`config.mk`:
```
export PLATFORM = sky130hd
export DESIGN_NAME = imm_gen_pipe
export DESIGN_NICKNAME = d
export VERILOG_FILES = /design/src/rtl/imm_pkg.sv /design/src/rtl/imm_extract.sv /design/src/rtl/imm_gen_pipe.sv
export SDC_FILE = /design/constraint.sdc
export NUM_CORES = 1
export LEC_CHECK = 0
export ABC_AREA = 1
export CAP_MARGIN = 20
export CORE_MARGIN = 10
export CORE_UTILIZATION = 55
export DETAILED_ROUTE_END_ITERATION = 10
export PLACE_DENSITY = 0.89
export SLEW_MARGIN = 20
export SYNTH_ARGS = -nofsm -noshare
export SYNTH_HDL_FRONTEND = slang
export SYNTH_SLANG_ARGS = --single-unit
```
`constraint.sdc`:
```
create_clock -name clk -period 6.5 [get_ports clk]
set_clock_uncertainty 0.15 [all_clocks]
set_input_delay 1.625 -clock clk [delete_from_list [all_inputs] [get_ports clk]]
set_output_delay 1.625 -clock clk [all_outputs]
set_load 0.1 [all_outputs]
```
`src/rtl/imm_pkg.sv`:
```
// Shared encodings for the immediate generator: extraction modes, field
// widths and the output-buffer occupancy states. The control unit imports
// the same mode encodings.
package imm_pkg;

  // Extraction modes driven by the decoder; 5..7 are reserved.
  localparam logic [2:0] IMM_ALU  = 3'd0;
  localparam logic [2:0] IMM_BR   = 3'd1;
  localparam logic [2:0] IMM_CB   = 3'd2;
  localparam logic [2:0] IMM_DT   = 3'd3;
  localparam logic [2:0] IMM_MOVZ = 3'd4;

  // Raw field widths before extension.
  localparam int ALU_W  = 12;
  localparam int BR_W   = 26;
  localparam int CB_W   = 19;
  localparam int DT_W   = 9;
  localparam int MOVZ_W = 16;

  // Occupancy of the 2-entry output buffer.
  typedef enum logic [1:0] {
    EMPTY = 2'd0,
    ONE   = 2'd1,
    FULL  = 2'd2
  } fifo_state_e;

endpackage

```
`src/rtl/imm_extract.sv`:
```
// Combinational immediate extraction: selects the field for the given mode,
// zero- or sign-extends it to DATA_W and applies the mode's shift.
module imm_extract
  import imm_pkg::*;
#(
  parameter int DATA_W   = 64,
  parameter bit SHIFT_BR = 1'b1
) (
  input  logic [25:0]       ins,
  input  logic [2:0]        mode,
  output logic [DATA_W-1:0] imm,
  output logic              err
);

  logic [DATA_W-1:0] alu_ext;
  logic [DATA_W-1:0] br_sext;
  logic [DATA_W-1:0] cb_sext;
  logic [DATA_W-1:0] dt_ext;
  logic [DATA_W-1:0] movz_zext;
  logic [DATA_W-1:0] br_ext;
  logic [DATA_W-1:0] cb_ext;
  logic [DATA_W-1:0] movz_ext;
  logic [5:0]        movz_sh;

  // Extended fields; sign extension replicates each field's MSB.
  assign alu_ext   = {{(DATA_W-ALU_W){1'b0}}, ins[21:10]};
  assign br_sext   = {{(DATA_W-BR_W){ins[25]}}, ins[25:0]};
  assign cb_sext   = {{(DATA_W-CB_W){ins[23]}}, ins[23:5]};
  assign dt_ext    = {{(DATA_W-DT_W){ins[20]}}, ins[20:12]};
  assign movz_zext = {{(DATA_W-MOVZ_W){1'b0}}, ins[20:5]};

  // Branch offsets count words; shifting turns them into byte offsets.
  // Bits pushed above DATA_W-1 are simply lost.
  assign br_ext   = SHIFT_BR ? (br_sext << 2) : br_sext;
  assign cb_ext   = SHIFT_BR ? (cb_sext << 2) : cb_sext;
  assign movz_sh  = {ins[22:21], 4'b0000};
  assign movz_ext = movz_zext << movz_sh;

  // Mode select; reserved modes and out-of-range MOVZ halfwords flag err.
  always_comb begin
    // NOTE: every output gets a default first so no path can infer a latch.
    imm = '0;
    err = 1'b0;
    case (mode)
      IMM_ALU: imm = alu_ext;
      IMM_BR:  imm = br_ext;
      IMM_CB:  imm = cb_ext;
      IMM_DT:  imm = dt_ext;
      IMM_MOVZ: begin
        if (DATA_W == 32 && ins[22]) begin
          err = 1'b1;
        end else begin
          imm = movz_ext;
        end
      end
      default: err = 1'b1;
    endcase
  end

endmodule

```
`src/rtl/imm_gen_pipe.sv`:
```
// Pipelined immediate generator: combinational extraction feeding a 2-entry
// valid/ready buffer so decode and execute can stall independently.
module imm_gen_pipe
  import imm_pkg::*;
#(
  parameter int DATA_W   = 64,
  parameter bit SHIFT_BR = 1'b1
) (
  input  logic              clk,
  input  logic              reset,
  input  logic              in_valid,
  output logic              in_ready,
  input  logic [25:0]       ins,
  input  logic [2:0]        mode,
  output logic              out_valid,
  input  logic              out_ready,
  output logic [DATA_W-1:0] imm,
  output logic              err
);

  typedef struct packed {
    logic [DATA_W-1:0] imm;
    logic              err;
  } entry_t;

  fifo_state_e       state_q;
  fifo_state_e       state_d;
  entry_t            mem [2];
  logic              wr_ptr;
  logic              rd_ptr;
  logic              head_sel;
  logic              push;
  logic              pop;
  logic [DATA_W-1:0] x_imm;
  logic              x_err;

  imm_extract #(
    .DATA_W   (DATA_W),
    .SHIFT_BR (SHIFT_BR)
  ) u_extract (
    .ins  (ins),
    .mode (mode),
    .imm  (x_imm),
    .err  (x_err)
  );

  assign push = in_valid && in_ready;
  assign pop  = out_valid && out_ready;

  // Occupancy state register.
  always_ff @(posedge clk or posedge reset) begin
    // NOTE: sequential state uses non-blocking assignments so every flop
    // samples pre-edge values regardless of block ordering.
    if (reset) begin
      state_q <= EMPTY;
    end else begin
      state_q <= state_d;
    end
  end

  // Next occupancy; simultaneous push and pop leave it unchanged.
  always_comb begin
    state_d = state_q;
    case (state_q)
      EMPTY: if (push) state_d = ONE;
      ONE: begin
        if (push && !pop)      state_d = FULL;
        else if (pop && !push) state_d = EMPTY;
      end
      FULL:  if (pop) state_d = ONE;
      default: state_d = EMPTY;
    endcase
  end

  // Handshake outputs decoded from the registered occupancy only; a full
  // buffer refuses input even while it is being popped (no bypass).
  always_comb begin
    in_ready  = !reset && (state_q != FULL);
    out_valid = (state_q != EMPTY);
  end

  // Entry storage and pointers; the entry is written at the accepting edge.
  always_ff @(posedge clk or posedge reset) begin
    if (reset) begin
      // NOTE: storage is cleared on reset because imm must read 0 right after
      // reset and no stale entry may ever reappear.
      for (int i = 0; i < 2; i++) begin
        mem[i] <= '0;
      end
      wr_ptr <= 1'b0;
      rd_ptr <= 1'b0;
    end else begin
      if (push) begin
        mem[wr_ptr] <= '{imm: x_imm, err: x_err};
        wr_ptr      <= ~wr_ptr;
      end
      if (pop) begin
        rd_ptr <= ~rd_ptr;
      end
    end
  end

  // When empty, present the slot popped last so imm/err hold their value.
  assign head_sel = out_valid ? rd_ptr : ~rd_ptr;
  assign imm      = mem[head_sel].imm;
  assign err      = mem[head_sel].err;

endmodule
```
-- After elaboration in Yosys (flattened, before gate mapping)
Index checks and enable logic that the tools add are counted.
- register bits: 134
- input bits: 33
- output and inout bits: 67
- logic and storage cells: 53
- $lt $le $gt $ge: 3
- equal/unequal tests: 10
- shift-type cells: 1
- muxes and demuxes: 14
- bitwise logic cells: 4
- reduce and logical (&&, ||, !) cells: 14
- operator list (cell ; count):
    one-hot mux 64 bit (5 select lines) ; 1
    2-to-1 mux 65 bit ; 4
    bitwise mux 130 bit ; 1
    demux 65 bit (select 1 bit) ; 1
    left shift 16 x 6 -> 64 bit ; 1
    2-to-1 mux 2 bit ; 4
    equality test 3 x 2 -> 1 bit, second input constant ; 2
    logical AND 1 bit ; 6
    inequality test 2 bit, second input constant ; 3
    one-hot mux 2 bit (3 select lines) ; 1
    OR reduction 5 bit ; 1
    >= comparator 2 bit, second input constant ; 2
    NOT 1 -> 2 bit ; 2
    equality test 3 x 1 -> 1 bit, second input constant ; 1
    equality test 3 bit, second input constant ; 1
    logical NOT 1 bit ; 3
    logical NOT 3 bit ; 1
    inequality test 3 bit, second input constant ; 1
    AND reduction 3 bit ; 1
    equality test 2 x 1 -> 1 bit, second input constant ; 1
    equality test 2 bit, second input constant ; 1
    logical NOT 2 bit ; 1
    < comparator 2 x 1 -> 1 bit, second input constant ; 1
    2-to-1 mux 1 bit ; 2
    other kinds (2) ; 3

-- Depth between registers and ports, before layout
- depth in word-level cells: 8
- mapped depth: 10
- mapped depth without buffers: 9

-- Cells and area by module
A second synthesis with hierarchy kept.
- cells, all modules: 1149
- area total of the unflattened synthesis: 7890.1 µm²
- by module, submodules not included (module ; instances ; cells each ; area each (µm²) ; sequential area each (µm²)):
    imm_gen_pipe ; 1 ; 800 ; 6157.2 ; 3353.2
    imm_extract ; 1 ; 349 ; 1732.9 ; 0.0

-- Least setup slack after synthesis
OpenSTA, ideal clock, no wires.
- kind: register to output
- from: register state_q[1]
- to: output imm[34]
- data arrival time: 3.612 ns
- required time: 4.725 ns
- path slack: 1.113 ns
- cell stages (with the launch flop): 6
- buffers on the path: 2
- path through: dfrtp_1 or2_2 xor2_2 buf_6 clkbuf_1 o21ai_0
- longest elaborated chain between the ends: 6
- ends and longest elaborated chain (what ; line ; source):
    start, declared ; imm_gen_pipe.sv:26 ; fifo_state_e state_q;
    start signal, assigned ; imm_gen_pipe.sv:57 ; state_q <= state_d;
    nonzero test 2 bit ; imm_gen_pipe.sv:79 ; out_valid = (state_q != EMPTY);
    named net out_valid ; imm_gen_pipe.sv:15 ; output logic out_valid,
    2-to-1 mux 1 bit ; imm_gen_pipe.sv:104 ; assign head_sel = out_valid ? rd_ptr : ~rd_ptr;
    NOT 1 -> 2 bit (not written as such) ; imm_gen_pipe.sv:105 ; assign imm = mem[head_sel].imm;
    2-to-1 mux 65 bit (3 in a row) ; - ;
    end, declared ; imm_gen_pipe.sv:17 ; output logic [DATA_W-1:0] imm,
The timed path passes the listed nets, and every way through them passes these cells. The select of a mux whose other input is x is not followed.

-- Final worst setup path
- from: register state_q[1]
- to: output imm[25]
- longest elaborated chain between the ends: 6
- ends and longest elaborated chain (what ; line):
    nonzero test 2 bit ; imm_gen_pipe.sv:79
    2-to-1 mux 1 bit ; imm_gen_pipe.sv:104
    NOT 1 -> 2 bit (not written as such) ; imm_gen_pipe.sv:105
    2-to-1 mux 65 bit (3 in a row) ; -
Every way passes these cells. The select of a mux whose other input is x is not followed.

==> metrics.yaml <==
cts_sinks: 134
syn-cell-area_mm2: 0.00763
synth_edf_count: 0
maxSlewViolCount: 0
worst_r2r_endpoint: "mem[41]"
whs_path_depth: 2
vias: 7581
grt_pass1_wl_um: 36100
fin_nets: 1239
r2r_start: "state_q[1]"
cp.arrival_ns: 3.40
clock_insertion_delay_worst_skew_ns: 0.42
wl_um: 22100
fp.dieW_um: 138
slew_headroom_pct: 34.0
rsz0062_at_grt: "false"
track_usage_pct: 23.8
hp-start: "mem[100]"
antenna_cells: 0
post_cts_resized: 0
crit_required_ns: 4.72
core_mm2: 0.0134
placed_area_mm2: 0.00857
postCtsSetupBuffers: 0
tightest_slew_ns: 0.987
ios: 100
fin_tns_setup_ns: 0
reg2reg_slack_ns: 3.96
synth_ff_type: "dfrtp_1"
highest_layer: "met4"
h-tree-depth: 4
fp-row-count: 42
cts_tree: "built"
dieArea_mm2: 0.0190
crit_type: "register to output port"
setup.worst_path.start_class: "register"
ys_ff_latch: 134
port_buffers: 99
ctsHoldBuffers: 0
grt_max_degree: 132
design_area_mm2: 0.00925
wl_met3_um: 2450
synthArstFlopShare_pct: 100
endpoint_kind: "output port"
finalSetupViolCount: 0
grt_pass1_vias: 7235
start_util_pct: 57.0
antenna_left: 0
max-cap-violations: 0
gp_congestion: 0.903
met2_length_um: 9840
syn_nets: 1193
holdPathEnd: "mem[100]"
worstPathMaxFanout: 131
drt-pass1-iter-count: 6
dp_hpwl_um: 13600
min_period_over_period_pct: 79.6
cts_root_buf: "clkbuf_16"
fp.dieH_um: 138
drc: 0
avgSynthCellArea_um2: 6.58
yosysWarnings: 0
drive_gt1_share_pct: 4.59
drt_iter0_drc: 990
clk_path_buf_depth: 2
antenna_found_initial: 1
grt-ovfl-total: 0
synth_seq_area_share_pct: 43.9
status: "finished clean"
clk_pin_slew_ns: 0.06
rr_worst_depth: 8
synthCells: 1160
routed_via_density: 5.43
cts_buffers: 17
max_freq_ghz: 0.193
synth_cell_types: 24
hold_path.class: "register to register"
area_growth_pct: 21.2
wl_met1_um: 9140
min_period_ns: 5.17
wl_per_cell_um: 15.8
hold_viol_final: 0
cells by family after synthesis:
logic type | Yosys count | synth area share [%]
xor+xnor | 2 | 0.328
simple gates | 749 | 39.5
flops | 134 | 43.9
compound gates | 100 | 6.62
buf+inv | 175 | 9.64
stage by stage:
step | utilization, % | cells | hold WS (ns) | setup WS, ns
global route | 69.0 | 1395 | 0.345 | 1.25
detailed placement | 64.0 | 1363 | 0.315 | 1.77
finish | 69.0 | 1395 | 0.328 | 1.33
global placement | 64.0 | 1363 | 0.312 | 1.90
CTS | 69.0 | 1395 | 0.331 | 1.42
floorplan | - | 1160 | 0.299 | 1.11
how the worst max path moves through the flow:
| stage | start | to | slack (ns) | depth (start not counted) |
|---|---|---|---|---|
| floorplan | state_q[1] | imm[34] | 1.11 | 5 |
| global placement | state_q[1] | imm[25] | 1.90 | 6 |
| detailed placement | mode[0] | mem[77] | 1.77 | 9 |
| CTS | state_q[1] | imm[25] | 1.42 | 6 |
| global route | state_q[1] | imm[25] | 1.25 | 6 |
| finish | state_q[1] | imm[25] | 1.33 | 5 |
sequential cells by signal, indices dropped and copies added, names as in the netlist:
name	cells
rd_ptr	1
wr_ptr	1
mem	130
state_q	2
worst max-delay path, stage by stage, from the launching register on:
cell	delay (ns)
dfrtp_1	0.38
or2_2	0.36
xor2_4	0.17
buf_12	0.25
o21ai_0	0.49
clkdlybuf4s50_1	1.24
cells in the mapped netlist, types with 3 or more instances:
cell | count | area [um2]
dfrtp_1 | 134 | 3350
o21ai_0 | 83 | 415
buf_1 | 6 | 22.5
nand2_1 | 508 | 1910
inv_2 | 3 | 11.3
nand3_1 | 81 | 405
clkbuf_1 | 33 | 124
inv_1 | 87 | 327
o21ai_1 | 4 | 20.0
buf_2 | 39 | 195
buf_4 | 6 | 45.0
nor2_1 | 125 | 469
a21oi_1 | 11 | 55.1
nand4_1 | 28 | 175
cell type report:
type	instances	area, um2
timing repair buffer	112	1100
clock inverter	11	221
inverter	90	340
tap	176	220
sequential	134	3350
fill	1093	4150
multi-input combinational	851	3560
clock buffer	21	460
layout by cell type (no fill, tap or decap), drive strengths merged:
cell	n
clkinvlp	2
xnor2	1
a21oi	11
nor3	2
nand3	82
or2	1
inv	90
clkinv	3
dfrtp	134
nand2	510
nand4	28
xor2	1
bufinv	6
nor2	126
buf	14
clkdlybuf4s50	98
o21ai	87
clkbuf	21
o211ai	2
per-layer routing:
layer  vias up  global-route usage, %
li1       3676                      -
met1      3459                   30.5
met2       382                   37.0
met3        64                   7.25
met4         0                   8.98
met5         -                      0
Power is left out: the tool's default activity adds up to more than one toggle a clock period on the data nets, which glitch-free logic cannot reach.
